### src/rtl/inst_fetch_ctrl.sv
// Instruction fetch sequencer: owns the PC, reads instruction memory and feeds decode
// through a 2-entry FIFO. Optional pop counter enabled by the FETCH_PERF_CNT_EN macro.
module inst_fetch_ctrl #(
  parameter int          ADDR_W      = 16,
  parameter int          DATA_W      = 32,
  parameter int          RESET_PC    = 0,
  parameter int          LAST_ADDR   = 10,
  parameter logic [5:0]  HALT_OPCODE = 6'h3F
) (
  input  logic              clk,
  input  logic              rst_n,
  input  logic              start,
  output logic [ADDR_W-1:0] imem_addr,
  input  logic [DATA_W-1:0] imem_data,
  output logic              inst_valid,
  input  logic              inst_ready,
  output logic [DATA_W-1:0] inst,
  output logic [ADDR_W-1:0] inst_pc,
  input  logic              redirect_valid,
  input  logic [ADDR_W-1:0] redirect_pc,
  output logic              busy,
  output logic              done
`ifdef FETCH_PERF_CNT_EN
  ,
  output logic [15:0]       fetch_count
`endif
);

  localparam logic [ADDR_W-1:0] START_PC = ADDR_W'(RESET_PC);
  localparam logic [ADDR_W-1:0] LAST_PC  = ADDR_W'(LAST_ADDR);

  typedef enum logic [1:0] {
    S_IDLE  = 2'd0,
    S_FETCH = 2'd1,
    S_DRAIN = 2'd2
  } state_e;

  state_e              state_q, state_d;
  logic [ADDR_W-1:0]   pc_q, pc_d;
  logic                done_q, done_d;

  // Two-slot FIFO: head feeds decode directly, tail holds the next word.
  logic                h_vld_q, h_vld_d;
  logic [DATA_W-1:0]   h_data_q, h_data_d;
  logic [ADDR_W-1:0]   h_pc_q, h_pc_d;
  logic                t_vld_q, t_vld_d;
  logic [DATA_W-1:0]   t_data_q, t_data_d;
  logic [ADDR_W-1:0]   t_pc_q, t_pc_d;

  logic pop;
  logic push;
  logic halt_word;
  logic start_ok;

  assign pop       = h_vld_q & inst_ready;
  assign halt_word = (imem_data[DATA_W-1 -: 6] == HALT_OPCODE);
  assign start_ok  = (state_q == S_IDLE) & start;

  always_comb begin
    state_d  = state_q;
    pc_d     = pc_q;
    done_d   = 1'b0;
    push     = 1'b0;
    h_vld_d  = h_vld_q;
    h_data_d = h_data_q;
    h_pc_d   = h_pc_q;
    t_vld_d  = t_vld_q;
    t_data_d = t_data_q;
    t_pc_d   = t_pc_q;

    if (pop) begin
      h_vld_d  = t_vld_q;
      h_data_d = t_data_q;
      h_pc_d   = t_pc_q;
      t_vld_d  = 1'b0;
    end

    case (state_q)
      S_IDLE: begin
        if (start) begin
          pc_d    = START_PC;
          state_d = S_FETCH;
        end
      end
      S_FETCH: begin
        if (pc_q > LAST_PC) begin
          state_d = S_DRAIN;
        end else begin
          push = ~t_vld_q | pop;
          if (push) begin
            // Fill the head first so FIFO order is preserved after the pop shift.
            if (!h_vld_d) begin
              h_vld_d  = 1'b1;
              h_data_d = imem_data;
              h_pc_d   = pc_q;
            end else begin
              t_vld_d  = 1'b1;
              t_data_d = imem_data;
              t_pc_d   = pc_q;
            end
            if (halt_word || (pc_q == LAST_PC)) begin
              state_d = S_DRAIN;
            end else begin
              pc_d = pc_q + 1'b1;
            end
          end
        end
      end
      S_DRAIN: begin
        if (!h_vld_d) begin
          state_d = S_IDLE;
          done_d  = 1'b1;
        end
      end
      default: begin
        state_d = S_IDLE;
      end
    endcase

    // A taken branch discards everything not already accepted by decode.
    if ((state_q != S_IDLE) && redirect_valid) begin
      h_vld_d = 1'b0;
      t_vld_d = 1'b0;
      pc_d    = redirect_pc;
      state_d = S_FETCH;
      done_d  = 1'b0;
    end
  end

  always_ff @(posedge clk or negedge rst_n) begin
    if (!rst_n) begin
      state_q  <= S_IDLE;
      pc_q     <= START_PC;
      done_q   <= 1'b0;
      h_vld_q  <= 1'b0;
      h_data_q <= '0;
      h_pc_q   <= '0;
      t_vld_q  <= 1'b0;
      t_data_q <= '0;
      t_pc_q   <= '0;
    end else begin
      state_q  <= state_d;
      pc_q     <= pc_d;
      done_q   <= done_d;
      h_vld_q  <= h_vld_d;
      h_data_q <= h_data_d;
      h_pc_q   <= h_pc_d;
      t_vld_q  <= t_vld_d;
      t_data_q <= t_data_d;
      t_pc_q   <= t_pc_d;
    end
  end

`ifdef FETCH_PERF_CNT_EN
  logic [15:0] cnt_q, cnt_d;

  always_comb begin
    cnt_d = cnt_q;
    if (start_ok) begin
      cnt_d = '0;
    end else if (pop && (cnt_q != 16'hFFFF)) begin
      cnt_d = cnt_q + 16'd1;
    end
  end

  always_ff @(posedge clk or negedge rst_n) begin
    if (!rst_n) begin
      cnt_q <= '0;
    end else begin
      cnt_q <= cnt_d;
    end
  end

  assign fetch_count = cnt_q;
`else
  logic unused_start_ok;
  assign unused_start_ok = start_ok;
`endif

  assign imem_addr  = pc_q;
  assign inst_valid = h_vld_q;
  assign inst       = h_data_q;
  assign inst_pc    = h_pc_q;
  assign busy       = (state_q != S_IDLE);
  assign done       = done_q;

endmodule

### config.mk
export PLATFORM = sky130hd
export DESIGN_NAME = inst_fetch_ctrl
export DESIGN_NICKNAME = d
export VERILOG_FILES = /design/src/rtl/inst_fetch_ctrl.sv
export SDC_FILE = /design/constraint.sdc
export NUM_CORES = 1
export LEC_CHECK = 0
export CORE_MARGIN = 1.5
export CORE_UTILIZATION = 46
export DETAILED_ROUTE_END_ITERATION = 7
export PLACE_DENSITY = 0.77
export SLEW_MARGIN = 25
export SYNTH_ARGS = -nofsm -noshare
export SYNTH_HDL_FRONTEND = slang
export SYNTH_SLANG_ARGS = --single-unit
### constraint.sdc
create_clock -name clk -period 1.8 [get_ports clk]
set_input_delay 0.18 -clock clk [delete_from_list [all_inputs] [get_ports clk]]
set_output_delay 0.18 -clock clk [all_outputs]
set_load 0.05 [all_outputs]
==> results of run 1 <==
-- kinds of logic after synthesis --
| group | Yosys count |
|---|---|
| flops | 117 |
| mux | 108 |
| simple gates | 79 |
| compound gates | 66 |
| buf+inv | 38 |
| fa+ha+maj | 2 |
-- per-stage QoR --
stage                     hold slack (ns)  worst slack (ns)  utilization  setup TNS (ns)
after CTS                           0.203           -0.0622        0.667           -1.33
after detailed placement           0.0957            -0.265        0.615          -18.58
after global placement             0.0887            -0.199        0.615          -12.17
final                               0.211           -0.0724        0.684           -1.75
after global routing                0.231            -0.142        0.684           -8.16
after floorplan                    -0.116            -0.158            -           -6.00
-- flip-flops by register name, indices dropped and copies added (netlist names) --
name / count
inst: 32
imem_addr: 16
t_data_q: 32
t_vld_q: 1
t_pc_q: 16
done: 1
state_q: 2
inst_valid: 1
inst_pc: 16
-- where the power goes --
part | switching (W) | total (W) | leakage [nW] | internal, W
clock network | 0.00112 | 0.00327 | 0.288 | 0.00215
registers | 0.000344 | 0.00343 | 1.58 | 0.00309
logic | 0.00252 | 0.00426 | 1.92 | 0.00174
total | 0.00399 | 0.0110 | 3.78 | 0.00698
-- cell usage in the layout (no fill, tap or decap), types with 2 or more instances in the layout --
cell	synthesis	routed
o21a_1	3	3
nor3_1	2	2
inv_1	14	13
a41oi_1	2	2
a22oi_1	8	8
a211oi_1	3	3
a21oi_2	0	7
dfrtp_1	117	103
dfrtp_2	0	14
buf_12	0	6
mux2_2	96	96
mux2_4	8	8
nor4_2	0	3
mux2i_1	4	4
nand2_1	20	18
o21ai_4	0	2
nor4_4	3	5
nand2_2	0	2
clkinv_2	0	7
o21ai_0	9	9
a21oi_1	15	8
o22ai_1	4	4
and2_1	13	13
dlymetal6s2s_1	0	7
nand4_1	2	2
clkbuf_1	10	4
clkbuf_16	0	17
nand3_1	16	16
a22o_1	6	6
buf_4	0	61
buf_6	5	3
nand4_4	1	2
bufinv_16	0	3
o211ai_1	2	2
nor2_1	6	6
nand2b_1	2	2
clkdlybuf4s50_1	0	93
-- Yosys cell counts, drive strengths merged (2+ instances only) --
library cell	n	area, sq um
mux2	104	1200
a41oi	2	17.5
nand2b	2	12.5
inv	14	52.6
nor3	2	10.0
mux2i	4	40.0
nor2	6	22.5
and2	13	81.3
a211oi	3	22.5
buf	14	98.8
nor4	9	101
a22oi	8	60.1
o21ai	12	63.8
nor2b	2	12.5
nand3	16	80.1
clkbuf	10	37.5
nand4	4	46.3
o21a	3	22.5
nand2	20	75.1
a22o	6	52.6
ha	2	25.0
a21oi	15	75.1
o22ai	4	25.0
dfrtp	117	2930
o211ai	2	15.0
-- worst max-delay path: cells and delay by family (launching register included) --
kind                   cells  cell delay, ns
AND/OR/NAND/NOR            3            0.79
buffers and inverters      1            0.22
multiplexers               1            0.31
flip-flops                 1            0.42
-- repair_timing --
action                     CTS  global route
hold buffers                 1             0
setup buffers                1             4
hold endpoints to repair    21             0
setup endpoints to repair   50           112
resized for setup            2            34
gates cloned                 0             2
pin swaps                    2             7
-- path summary, 6_finish.rpt --
path	end	cells past startpoint
setup reg to reg	t_data_q[6]	5
min in group clk	imem_addr[7]	2
max in group asynchronous	t_pc_q[4]	3
hold reg to reg	t_pc_q[9]	1
hold / removal	t_data_q[5]	2
setup / recovery	t_data_q[6]	5
-- final cells by class --
class                           instances  share of cell area
Clock buffer                           21              0.0567
Clock inverter                         11              0.0172
Inverter                               14             0.00676
Multi-Input combinational cell        255               0.304
Sequential cell                       117               0.379
Tap cell                              143              0.0230
Timing Repair Buffer                  172               0.213
-- layer usage --
layer | track usage | up-vias | share of wire
met5 | 0 | - | 0
met4 | 0.0684 | 0 | 0.017
met3 | 0.0576 | 18 | 0.044
met2 | 0.373 | 117 | 0.52
met1 | 0.265 | 1991 | 0.42
li1 | - | 1834 | -
==> impl_metrics.ini, run 1 <==
[status]
status = complete, but fails checks
violations = setup timing

[setup_path]
critPathKind = reg -> reg
cp_slowest_cell = dfrtp_2
arrival_ns = 2.16
required_ns = 2.09
crit_fanout = 23
critPathMaxStageDelay_ns = 0.42
cp-startpoint = imem_addr[11]
ff2ff_setup_slack_ns = -0.07
cp-start-kind = flop
worstPathCellList = nor4_4 > and4_4 > nand4_4 > buf_12 > mux2_4
worstSetupEndpointType = flop
r2r_start = imem_addr[11]

[die]
coreArea_sq_um = 11400
die_height_um = 111
io_pins = 120
initial_core_util = 0.468
die_area_sq_um = 12200
die_w_um = 111
std_cell_rows = 39

[drt]
ant_nets = 0
wl_mm = 13.0
vias_per_cell = 5.40
drtIter0Drc = 193
drc = 0
vias = 3960
drt_first_pass_iters = 5
wl_per_cell_um = 17.8

[grt]
grtUsageTotal = 0.217
first_global_vias = 4234
grt_max_degree = 57
antenna_found_initial = 0
grt_first_pass_wirelength_mm = 21.1
grt-ovfl-total = 0

[finish]
drive_gt1_frac = 0.419
n_antenna_cell = 0
fill_cells = 842
instances_no_fill = 733
fin_area_sq_um = 7770
seq_area_sq_um = 2950
multi_input_area_sq_um = 2370
final_nets = 632
areaGrowthSynthToFinish_pct = 46.0

[synth]
synthSimpleGateAreaFrac = 0.0916
syn_inst = 410
syn_area_per_cell_sq_um = 13.0
synth-main-ff-cell = dfrtp_1
synth_seq_cells = 117
syn_nets = 465
synth_top_family_by_area = multiplexers
synth_edf_count = 0
synthAdderAreaFrac = 0.00470
synth_area_sq_um = 5330
synth_compound_area_frac = 0.0853
ys_types = 49
synth_mux_area_frac = 0.233
ys_warn_count = 0
yosysSeqAreaShare = 0.550
async_reset_ff_frac = 1.00
synth_xor_area_frac = 0

[clocking]
cts_buffers = 17
clkLatencyLatePin_ns = 0.41
path_clk_slew_ns = 0.05
htreeDepth = 4
cts_tree = done
clockBufferDepth = 2
clock-sinks = 117
cts_root_buffer = clkbuf_16

[sta]
slew_viol_final = 0
setup_viol = 68
fin_crit_sh = 1.04
hold_viol_final = 0
worstMarginPinSlew_ns = 0.564
fin_ws_ns = -0.0724
fmax_mhz = 534
min_period_ns = 1.87
fin_skew_ns = 0.0113
max-slew-margin-rel = 0.623
rsz0062_at_grt = true

[placement]
dp_hpwl_mm = 8.82
gp_congestion = 0.838
place_area_sq_um = 6990
io_buffers = 119
place_inst = 693

[flow_run]
drv_cap = 0

[pwr]
p_per_area_nw_per_um2 = 1410
max-vdd-ir-drop_uv = 1070
p_total_w = 0.0110
p_leak_nw = 3.78

[hold_path]
hold_path_class = in -> async
No activity file was read; power rests on OpenSTA's default activity.
==> run 2: changes to the inputs <==
Settings changed: CORE_MARGIN 1.5 to 2, HOLD_SLACK_MARGIN from default to 0.05.
==> run 2 against run 1 <==
The run still ends with setup timing left. Final cell count decreased by 1.5%. Maximum frequency increased by 0.25%. Combinational power decreased by 0.9%. Total power decreased by 1.0%. Via count decreased by 0.63%. Critical path type unchanged. Largest power group unchanged.
==> impl_metrics.ini, run 2 (synthesis results as in run 1) <==
[clocking]
clkLatencyLatePin_ns = 0.41
cts_root_buffer = clkbuf_16
clockBufferDepth = 2
clock-sinks = 117
htreeDepth = 4
path_clk_slew_ns = 0.06
cts_tree = done
cts_buffers = 17

[sta]
setup_viol = 70
holdWs_ns = 0.229
max-slew-margin-rel = 0.618
hold_viol_final = 0
finalSetupTns_ns = -2.36
fin_crit_sh = 1.04
worstMarginPinSlew_ns = 0.571
rsz0062_at_grt = true
min_period_ns = 1.87
slew_viol_final = 0
fin_ws_ns = -0.0678
fmax_mhz = 535
fin_skew_ns = 0.0113

[setup_path]
cp-start-kind = flop
arrival_ns = 2.16
crit_fanout = 25
worstSetupEndpointType = flop
required_ns = 2.09
critPathKind = reg -> reg

[drt]
vias = 3935
drc = 0
drtIter0Drc = 222
vias_per_cell = 5.45
drt_first_pass_iters = 5
wl_mm = 12.4
wl_per_cell_um = 17.2
ant_nets = 0

[die]
initial_core_util = 0.468
coreArea_sq_um = 11400
std_cell_rows = 39
io_pins = 120
die_height_um = 112
die_area_sq_um = 12500
die_w_um = 112

[placement]
dp_slack_ns = -0.182
place_inst = 687
io_buffers = 119
gp_congestion = 0.853
dp_hpwl_mm = 8.27

[pwr]
p_per_area_nw_per_um2 = 1420
max-vdd-ir-drop_uv = 955
p_leak_nw = 3.64

[finish]
drive_gt1_frac = 0.409
final_common_cell = dfrtp_1
final_nets = 622
final_cell_mix = dfrtp_1 (104), clkdlybuf4s50_1 (97), mux2_2 (96)
seq_area_sq_um = 2940
areaGrowthSynthToFinish_pct = 43.8
multi_input_area_sq_um = 2340
instances_no_fill = 722
final_util = 0.673
fill_cells = 809
n_antenna_cell = 0

[grt]
grt_first_pass_wirelength_mm = 20.2
grt_max_degree = 67
antenna_found_initial = 0
grtUsageTotal = 0.204
first_global_vias = 3985
grt-ovfl-total = 0

[status]
status = complete, but fails checks
violations = setup timing

[flow_run]
drv_cap = 0

[hold_path]
hold_path_class = in -> async
-- run 2: final timing paths --
check                      slack [ns]  cells after the start           start             to
hold / removal                   0.23                      2           rst_n    t_data_q[5]
min in group clk                 0.38                      2  redirect_pc[6]   imem_addr[6]
setup / recovery                -0.07                      5   imem_addr[14]    t_data_q[2]
max in group asynchronous        0.88                      3           rst_n  imem_addr[13]
hold reg to reg                  0.49                      1       t_pc_q[8]      t_pc_q[8]
setup reg to reg                -0.07                      5   imem_addr[14]    t_data_q[2]
-- run 2: what timing repair did --
item                       in CTS  in global routing
resized for setup               6                 29
pin swaps                       0                  5
setup endpoints to repair      72                 98
gates cloned                    1                  1
hold endpoints to repair       24                  0
setup buffers                   1                  0
hold buffers                    1                  0
-- run 2: layout make-up --
cell class                      count  share of cell area
Inverter                           14             0.00686
Tap cell                          143              0.0234
Clock inverter                     10              0.0141
Timing Repair Buffer              162               0.205
Multi-Input combinational cell    255               0.306
Clock buffer                       21              0.0601
Sequential cell                   117               0.384
-- run 2: power by group --
group,internal (W),switching (W),total [W]
combinational,0.00170,0.00252,0.00422
clock,0.00208,0.00112,0.00321
sequential,0.00309,0.000343,0.00343
total,0.00687,0.00398,0.0109
-- run 2: routing by layer --
layer	GRT usage	up-vias	part of all wire
li1	-	1815	-
met1	0.266	1991	0.44
met4	0.0519	0	0.0061
met2	0.335	123	0.51
met3	0.0621	6	0.052
met5	0	-	0
-- run 2: stage by stage --
stage / total power, W / instance area, sq um
finish: 0.0109 / 7660
global route: 0.0113 / 7660
CTS: 0.0108 / 7560
detailed placement: 0.00755 / 6930
global placement: 0.00744 / 6930
floorplan: 0.00604 / 5390
-- run 2: worst max-delay path: stages (launching register included) --
cell and delay (ns):
dfrtp_2 0.42, nor4_4 0.37, and4_4 0.30, nand4_4 0.12, buf_12 0.21, mux2_4 0.31
